[config.mk]
export PLATFORM = sky130hd
export DESIGN_NAME = mem_access_unit_flat
export DESIGN_NICKNAME = d
export VERILOG_FILES = /design/src/rtl/mem_access_unit_if.sv /design/src/rtl/mem_access_unit.sv /design/src/flat_wrapper.sv
export SDC_FILE = /design/constraint.sdc
export NUM_CORES = 1
export LEC_CHECK = 0
export CORE_ASPECT_RATIO = 0.6
export CORE_UTILIZATION = 45
export DETAILED_ROUTE_END_ITERATION = 8
export PLACE_DENSITY = 0.92
export SYNTH_ARGS = -nofsm -noshare
export SYNTH_HDL_FRONTEND = slang
export SYNTH_SLANG_ARGS = --single-unit
[constraint.sdc]
create_clock -name clk -period 8.2 [get_ports clk]
set_input_delay 1.64 -clock clk [delete_from_list [all_inputs] [get_ports clk]]
set_output_delay 1.64 -clock clk [all_outputs]
set_load 0.02 [all_outputs]
[src/rtl/mem_access_unit_if.sv]
// Data-memory bus between the memory-access stage (master) and the data memory (slave).
interface mem_access_unit_if;
  logic        dmem_req;
  logic        dmem_we;
  logic [31:0] dmem_addr;
  logic [31:0] dmem_wdata;
  logic [3:0]  dmem_wstrb;
  logic [31:0] dmem_rdata;
  logic        dmem_ack;

  modport master (
    output dmem_req, dmem_we, dmem_addr, dmem_wdata, dmem_wstrb,
    input  dmem_rdata, dmem_ack
  );

  modport slave (
    input  dmem_req, dmem_we, dmem_addr, dmem_wdata, dmem_wstrb,
    output dmem_rdata, dmem_ack
  );
endinterface

[src/rtl/mem_access_unit.sv]
// Memory-access pipeline stage: issues loads/stores to the data bus, stalls upstream
// while a transaction is outstanding, and registers the write-back result.
module mem_access_unit #(
  parameter int unsigned TIMEOUT_CYCLES = 16,
  parameter logic [5:0]  ID_LB  = 6'd11,
  parameter logic [5:0]  ID_LH  = 6'd12,
  parameter logic [5:0]  ID_LW  = 6'd13,
  parameter logic [5:0]  ID_LBU = 6'd14,
  parameter logic [5:0]  ID_LHU = 6'd15,
  parameter logic [5:0]  ID_SB  = 6'd16,
  parameter logic [5:0]  ID_SH  = 6'd17,
  parameter logic [5:0]  ID_SW  = 6'd18
) (
  input  logic         clk,
  input  logic         rst,
  input  logic         valid_in,
  input  logic [5:0]   instr_id_in,
  input  logic [31:0]  mem_addr_in,
  input  logic [31:0]  rs2_value_in,
  input  logic [31:0]  exec_output_in,
  input  logic [4:0]   rd_addr_in,
  input  logic         rd_valid_in,
  output logic         stall_out,
  mem_access_unit_if.master dmem,
  output logic [31:0]  wb_data_out,
  output logic [4:0]   rd_addr_out,
  output logic         rd_valid_out,
  output logic         valid_out,
  output logic         misalign_out,
  output logic         bus_err_out
);

  localparam logic [0:0] IDLE = 1'b0;
  localparam logic [0:0] BUSY = 1'b1;
  localparam logic [7:0] WAIT_LAST = 8'(TIMEOUT_CYCLES - 1);

  logic [0:0]  state;
  logic [7:0]  wait_cnt;
  logic [5:0]  id_q;
  logic [1:0]  lane_q;

  logic        is_load, is_store, is_mem, misaligned, issue, ack_busy, timeout;
  logic [31:0] st_wdata, ld_data;
  logic [3:0]  st_wstrb;
  logic [7:0]  ld_byte;
  logic [15:0] ld_half;

  always_comb begin
    is_load    = (instr_id_in == ID_LB)  || (instr_id_in == ID_LH) || (instr_id_in == ID_LW) ||
                 (instr_id_in == ID_LBU) || (instr_id_in == ID_LHU);
    is_store   = (instr_id_in == ID_SB)  || (instr_id_in == ID_SH) || (instr_id_in == ID_SW);
    is_mem     = valid_in && (is_load || is_store);
    misaligned = (((instr_id_in == ID_LH) || (instr_id_in == ID_LHU) || (instr_id_in == ID_SH))
                   && mem_addr_in[0]) ||
                 (((instr_id_in == ID_LW) || (instr_id_in == ID_SW)) && (mem_addr_in[1:0] != 2'b00));
    issue      = (state == IDLE) && is_mem && !misaligned;
    ack_busy   = (state == BUSY) && dmem.dmem_ack;
    timeout    = (state == BUSY) && !dmem.dmem_ack && (wait_cnt == WAIT_LAST);
    // Reset gating keeps the upstream register free while rst is held with a live op.
    stall_out  = !rst && (issue || ((state == BUSY) && !dmem.dmem_ack && !timeout));
  end

  always_comb begin
    st_wdata = rs2_value_in;
    st_wstrb = 4'b0000;
    if (instr_id_in == ID_SB) begin
      st_wdata = {4{rs2_value_in[7:0]}};
      st_wstrb = 4'b0001 << mem_addr_in[1:0];
    end else if (instr_id_in == ID_SH) begin
      st_wdata = {2{rs2_value_in[15:0]}};
      st_wstrb = mem_addr_in[1] ? 4'b1100 : 4'b0011;
    end else if (instr_id_in == ID_SW) begin
      st_wstrb = 4'b1111;
    end
  end

  // Lane selection uses the op/offset captured at issue, not the live inputs.
  always_comb begin
    ld_byte = 8'(dmem.dmem_rdata >> {lane_q, 3'b000});
    ld_half = lane_q[1] ? dmem.dmem_rdata[31:16] : dmem.dmem_rdata[15:0];
    ld_data = dmem.dmem_rdata;
    if (id_q == ID_LB)       ld_data = {{24{ld_byte[7]}}, ld_byte};
    else if (id_q == ID_LBU) ld_data = {24'd0, ld_byte};
    else if (id_q == ID_LH)  ld_data = {{16{ld_half[15]}}, ld_half};
    else if (id_q == ID_LHU) ld_data = {16'd0, ld_half};
  end

  always_ff @(posedge clk or posedge rst) begin
    if (rst) begin
      state           <= IDLE;
      wait_cnt        <= '0;
      id_q            <= '0;
      lane_q          <= '0;
      dmem.dmem_req   <= 1'b0;
      dmem.dmem_we    <= 1'b0;
      dmem.dmem_addr  <= '0;
      dmem.dmem_wdata <= '0;
      dmem.dmem_wstrb <= '0;
    end else if (issue) begin
      state           <= BUSY;
      wait_cnt        <= '0;
      id_q            <= instr_id_in;
      lane_q          <= mem_addr_in[1:0];
      dmem.dmem_req   <= 1'b1;
      dmem.dmem_we    <= is_store;
      dmem.dmem_addr  <= {mem_addr_in[31:2], 2'b00};
      dmem.dmem_wdata <= is_store ? st_wdata : '0;
      dmem.dmem_wstrb <= st_wstrb;
    end else if (ack_busy || timeout) begin
      state         <= IDLE;
      dmem.dmem_req <= 1'b0;
    end else if (state == BUSY) begin
      wait_cnt <= wait_cnt + 8'd1;
    end
  end

  always_ff @(posedge clk or posedge rst) begin
    if (rst) begin
      wb_data_out  <= '0;
      rd_addr_out  <= '0;
      rd_valid_out <= 1'b0;
      valid_out    <= 1'b0;
      misalign_out <= 1'b0;
      bus_err_out  <= 1'b0;
    end else if (stall_out) begin
      valid_out    <= 1'b0;
      rd_valid_out <= 1'b0;
      misalign_out <= 1'b0;
      bus_err_out  <= 1'b0;
    end else begin
      valid_out    <= valid_in;
      rd_addr_out  <= rd_addr_in;
      misalign_out <= 1'b0;
      bus_err_out  <= 1'b0;
      if (ack_busy) begin
        if (dmem.dmem_we) begin
          rd_valid_out <= 1'b0;
        end else begin
          wb_data_out  <= ld_data;
          rd_valid_out <= rd_valid_in;
        end
      end else if (timeout) begin
        bus_err_out  <= 1'b1;
        rd_valid_out <= 1'b0;
      end else if (is_mem && misaligned) begin
        misalign_out <= 1'b1;
        rd_valid_out <= 1'b0;
      end else begin
        wb_data_out  <= exec_output_in;
        rd_valid_out <= rd_valid_in && valid_in;
      end
    end
  end

endmodule

[src/flat_wrapper.sv]
// flat-port wrapper written by rule: the top's interface ports become plain ports
module mem_access_unit_flat 
#(
  parameter int unsigned TIMEOUT_CYCLES = 16,
  parameter logic [5:0]  ID_LB  = 6'd11,
  parameter logic [5:0]  ID_LH  = 6'd12,
  parameter logic [5:0]  ID_LW  = 6'd13,
  parameter logic [5:0]  ID_LBU = 6'd14,
  parameter logic [5:0]  ID_LHU = 6'd15,
  parameter logic [5:0]  ID_SB  = 6'd16,
  parameter logic [5:0]  ID_SH  = 6'd17,
  parameter logic [5:0]  ID_SW  = 6'd18
)
  (clk, rst, valid_in, instr_id_in, mem_addr_in, rs2_value_in, exec_output_in, rd_addr_in, rd_valid_in, stall_out, wb_data_out, rd_addr_out, rd_valid_out, valid_out, misalign_out, bus_err_out, dmem_dmem_req, dmem_dmem_we, dmem_dmem_addr, dmem_dmem_wdata, dmem_dmem_wstrb, dmem_dmem_rdata, dmem_dmem_ack);
  mem_access_unit_if dmem_i ();
  input  logic clk;
  input  logic rst;
  input  logic valid_in;
  input  logic [5:0] instr_id_in;
  input  logic [31:0] mem_addr_in;
  input  logic [31:0] rs2_value_in;
  input  logic [31:0] exec_output_in;
  input  logic [4:0] rd_addr_in;
  input  logic rd_valid_in;
  output logic stall_out;
  output logic [31:0] wb_data_out;
  output logic [4:0] rd_addr_out;
  output logic rd_valid_out;
  output logic valid_out;
  output logic misalign_out;
  output logic bus_err_out;
  output wire logic [$bits(dmem_i.dmem_req)-1:0] dmem_dmem_req;
  output wire logic [$bits(dmem_i.dmem_we)-1:0] dmem_dmem_we;
  output wire logic [$bits(dmem_i.dmem_addr)-1:0] dmem_dmem_addr;
  output wire logic [$bits(dmem_i.dmem_wdata)-1:0] dmem_dmem_wdata;
  output wire logic [$bits(dmem_i.dmem_wstrb)-1:0] dmem_dmem_wstrb;
  input wire logic [$bits(dmem_i.dmem_rdata)-1:0] dmem_dmem_rdata;
  input wire logic [$bits(dmem_i.dmem_ack)-1:0] dmem_dmem_ack;
  assign dmem_dmem_req = dmem_i.dmem_req;
  assign dmem_dmem_we = dmem_i.dmem_we;
  assign dmem_dmem_addr = dmem_i.dmem_addr;
  assign dmem_dmem_wdata = dmem_i.dmem_wdata;
  assign dmem_dmem_wstrb = dmem_i.dmem_wstrb;
  assign dmem_i.dmem_rdata = dmem_dmem_rdata;
  assign dmem_i.dmem_ack = dmem_dmem_ack;
  mem_access_unit #(.TIMEOUT_CYCLES(TIMEOUT_CYCLES), .ID_LB(ID_LB), .ID_LH(ID_LH), .ID_LW(ID_LW), .ID_LBU(ID_LBU), .ID_LHU(ID_LHU), .ID_SB(ID_SB), .ID_SH(ID_SH), .ID_SW(ID_SW)) u_core (.clk(clk), .rst(rst), .valid_in(valid_in), .instr_id_in(instr_id_in), .mem_addr_in(mem_addr_in), .rs2_value_in(rs2_value_in), .exec_output_in(exec_output_in), .rd_addr_in(rd_addr_in), .rd_valid_in(rd_valid_in), .stall_out(stall_out), .dmem(dmem_i), .wb_data_out(wb_data_out), .rd_addr_out(rd_addr_out), .rd_valid_out(rd_valid_out), .valid_out(valid_out), .misalign_out(misalign_out), .bus_err_out(bus_err_out));
endmodule
==> results_dict.tcl <==
set metrics [dict create \
    wl_um 19700 \
    ys_types 54 \
    die_y_um 93.7 \
    core.rowCount 33 \
    final-hold-violation-count 0 \
    start_util_pct 46.2 \
    synth_edf_count 0 \
    drive_gt1_share_pct 8.74 \
    maxSlewViolCount 0 \
    fin_setup_tns_ns 0 \
    ant_nets 0 \
    maxCapViolations 0 \
    max_stage_delay_ns 0.90 \
    required_ns 6.56 \
    syn_area_mm2 0.00631 \
    p_int_mw 1.41 \
    critPathArrivalTime_ns 4.57 \
    synth_top_cell_area_share_pct 49.6 \
    ctsHoldBuffers 0 \
    path_buf_inv 2 \
    grt_use_total_pct 27.7 \
    status "finished clean" \
    crit_family "buffers and inverters" \
    async_reset_ff_share_pct 100 \
    synth_area_per_cell_um2 9.66 \
    synthCells 653 \
    ir_drop_mv 0.136 \
    synth_most_common_cell "nand2_1" \
    ios 256 \
    portBuffers 253 \
    switching_share_pct 30.0 \
    synth_seq_cells 125 \
    drt_iter0_drc 410 \
    cts_buffer_depth 2 \
    drc_errors 0 \
    cp_slowest_cell "clkdlybuf4s50_1" \
    yosysWarnings 0 \
    netlist_top_cells_count "183 x nand2_1, 125 x dfrtp_1, 50 x mux2i_1" \
    clock_sinks 125 \
    clkLatencyLatePin_ns 0.41 \
    leakagePower_nw 4.34 \
    combPwrFrac_pct 25.0 \
    grt_pass1_wl_um 30600 \
    synth_top_area_cell "dfrtp_1" \
    post_cts_buffers 0 \
    cts-htree-levels 4 \
    grt_max_degree 86 \
    wl_per_cell_um 17.9 \
    gp_congestion 0.895 \
    setup_violations 0 \
    p_switching_mw 0.605 \
    yosys-top-cells-area "dfrtp_1 50%, nand2_1 11%, mux2i_1 7.9%, o21ai_0 3.6%, mux2_4 3.1%" \
    avgViaCountPerCell 5.40 \
    antenna_found_initial 1 \
    hold_class "flip-flop to flip-flop" \
    crit_chain "clkdlybuf4s50_1 > nand2b_1 > a2bb2oi_1 > o2111ai_4 > a21oi_4 > clkdlybuf4s50_1" \
    cts_tree "built" \
    start_kind "input port" \
    path_clk_slew_ns 0.06 \
    cts_resized 0 \
    rsz0062_at_grt "false" \
    worst_pin_slew_ns 1.07 \
    die-area_mm2 0.0145 \
    place_hpwl_um 14200 \
    fin_crit_ns 6.21 \
    cp_max_fo 18 \
    pwr-share-clk_pct 37.5 \
    gr-total-overflow 0 \
    critPathCaptureType "output pin" \
    drtPass1Iterations 5 \
    synth_ff_type "dfrtp_1" \
    r2r_slack_ns 5.46 \
    fmax_ghz 0.161 \
    core_mm2 0.0137 \
    diodes 0 \
    ys_seq_area_share_pct 49.6 \
    fp.dieW_um 155 \
    cpMostUsedCell "clkdlybuf4s50_1" \
    cts_buffers 17 \
    pwr-share-seq_pct 37.5 \
    critPathKind "input port to output pin" \
    area_growth_pct 51.4 \
    clock_skew_ns 0.0118 \
    relSlewSlack_pct 28.2 \
    cts_root_buf "clkbuf_16" \
    hold_slack_ns 0.475 \
    fin_nets 1036 \
    grt_pass1_vias 5884 \
    vias 5916 \
    power.density_mw_per_mm2 211 \
    period_share_pct 75.8 \
]
flip-flops by register name, indices dropped and copies added (netlist names):
register,flops
u_core.rd_addr_out,5
u_core.state,1
u_core.dmem.dmem_wstrb,4
u_core.rd_valid_out,1
u_core.valid_out,1
u_core.bus_err_out,1
u_core.wb_data_out,32
u_core.id_q,6
u_core.dmem.dmem_we,1
u_core.misalign_out,1
u_core.wait_cnt,8
u_core.lane_q,2
u_core.dmem.dmem_addr,30
u_core.dmem.dmem_wdata,32
power groups by stage:
stage | clock network (mW) | registers (mW) | logic, mW
final | 0.758 | 0.757 | 0.505
after global routing | 0.799 | 0.767 | 0.544
after CTS | 0.770 | 0.757 | 0.505
after detailed placement | 0 | 0.765 | 0.502
after global placement | 0 | 0.763 | 0.490
after floorplan | 0 | 0.825 | 0.186
worst register-to-register path: stages, from the launching register on:
cell and delay, ns:
dfrtp_1 0.38, ha_1 0.18, nand3_1 0.12, nand2b_1 0.22
nand2b_1 0.37, a21oi_4 0.21, a211oi_4 0.19, buf_4 0.52
mux2_2 0.43
area by class of cell:
type | count | area [um2]
fillers | 995 | 4110
flip-flops and latches | 125 | 3130
multi-input cells | 465 | 2920
repair buffers | 260 | 2580
clock buffers | 18 | 439
well taps | 192 | 240
clock inverters | 14 | 158
inverters | 22 | 85.1
through the flow:
step / worst slack [ns] / instance area, um2 / utilization, % / total power, mW / instances
final: 1.99 / 9550 / 69.9 / 2.02 / 1096
after global routing: 1.91 / 9550 / 69.9 / 2.11 / 1096
after CTS: 2.03 / 9550 / 69.9 / 2.03 / 1096
after detailed placement: 2.10 / 8960 / 65.5 / 1.27 / 1064
after global placement: 2.11 / 8960 / 65.5 / 1.25 / 1064
after floorplan: 3.23 / 6310 / - / 1.01 / 654
cells in the final DEF (no fill, tap or decap), drive strengths merged, types with 3 or more instances in the layout:
master and n:
clkbuf 18, a211oi 3, xnor2 5, a21oi 26, clkinvlp 3, a22oi 8
xor2 3, o21ai 47, a22o 8, inv 27, nor2 21, clkinv 4
clkdlybuf4s50 253, nor3 6, a31oi 8, nand2b 4, nand3 12, o31ai 4
o22ai 17, mux4 7, mux2 21, mux2i 50, dfrtp 125, nand2 183
buf 7, nor4 4
per-layer routing:
metal / part of all wire, % / track usage [%]
met5: 0 / 0
met3: 9.1 / 8.76
met4: 1.9 / 10.1
met2: 45 / 41.7
met1: 44 / 37.5
final timing paths:
| kind | cells past startpoint | from | endpoint |
|---|---|---|---|
| max in group asynchronous | 3 | rst | u_core.dmem.dmem_wdata[9] |
| setup / recovery | 6 | instr_id_in[0] | stall_out |
| setup reg to reg | 8 | u_core.wait_cnt[0] | u_core.wb_data_out[14] |
| min in group asynchronous | 2 | rst | u_core.dmem.dmem_addr[14] |
| hold / removal | 2 | u_core.dmem.dmem_addr[5] | u_core.dmem.dmem_addr[5] |
| hold reg to reg | 2 | u_core.dmem.dmem_addr[5] | u_core.dmem.dmem_addr[5] |
kinds of logic after synthesis:
kind of cell | after synthesis | synth area share, %
mux | 78 | 14.9
simple gates | 247 | 16.7
buf+inv | 64 | 4.34
compound gates | 129 | 13.1
fa+ha+maj | 1 | 0.198
xor+xnor | 8 | 1.11
flops | 125 | 49.6
other cells | 1 | 0.0594
(Power assumes the default switching activity.)
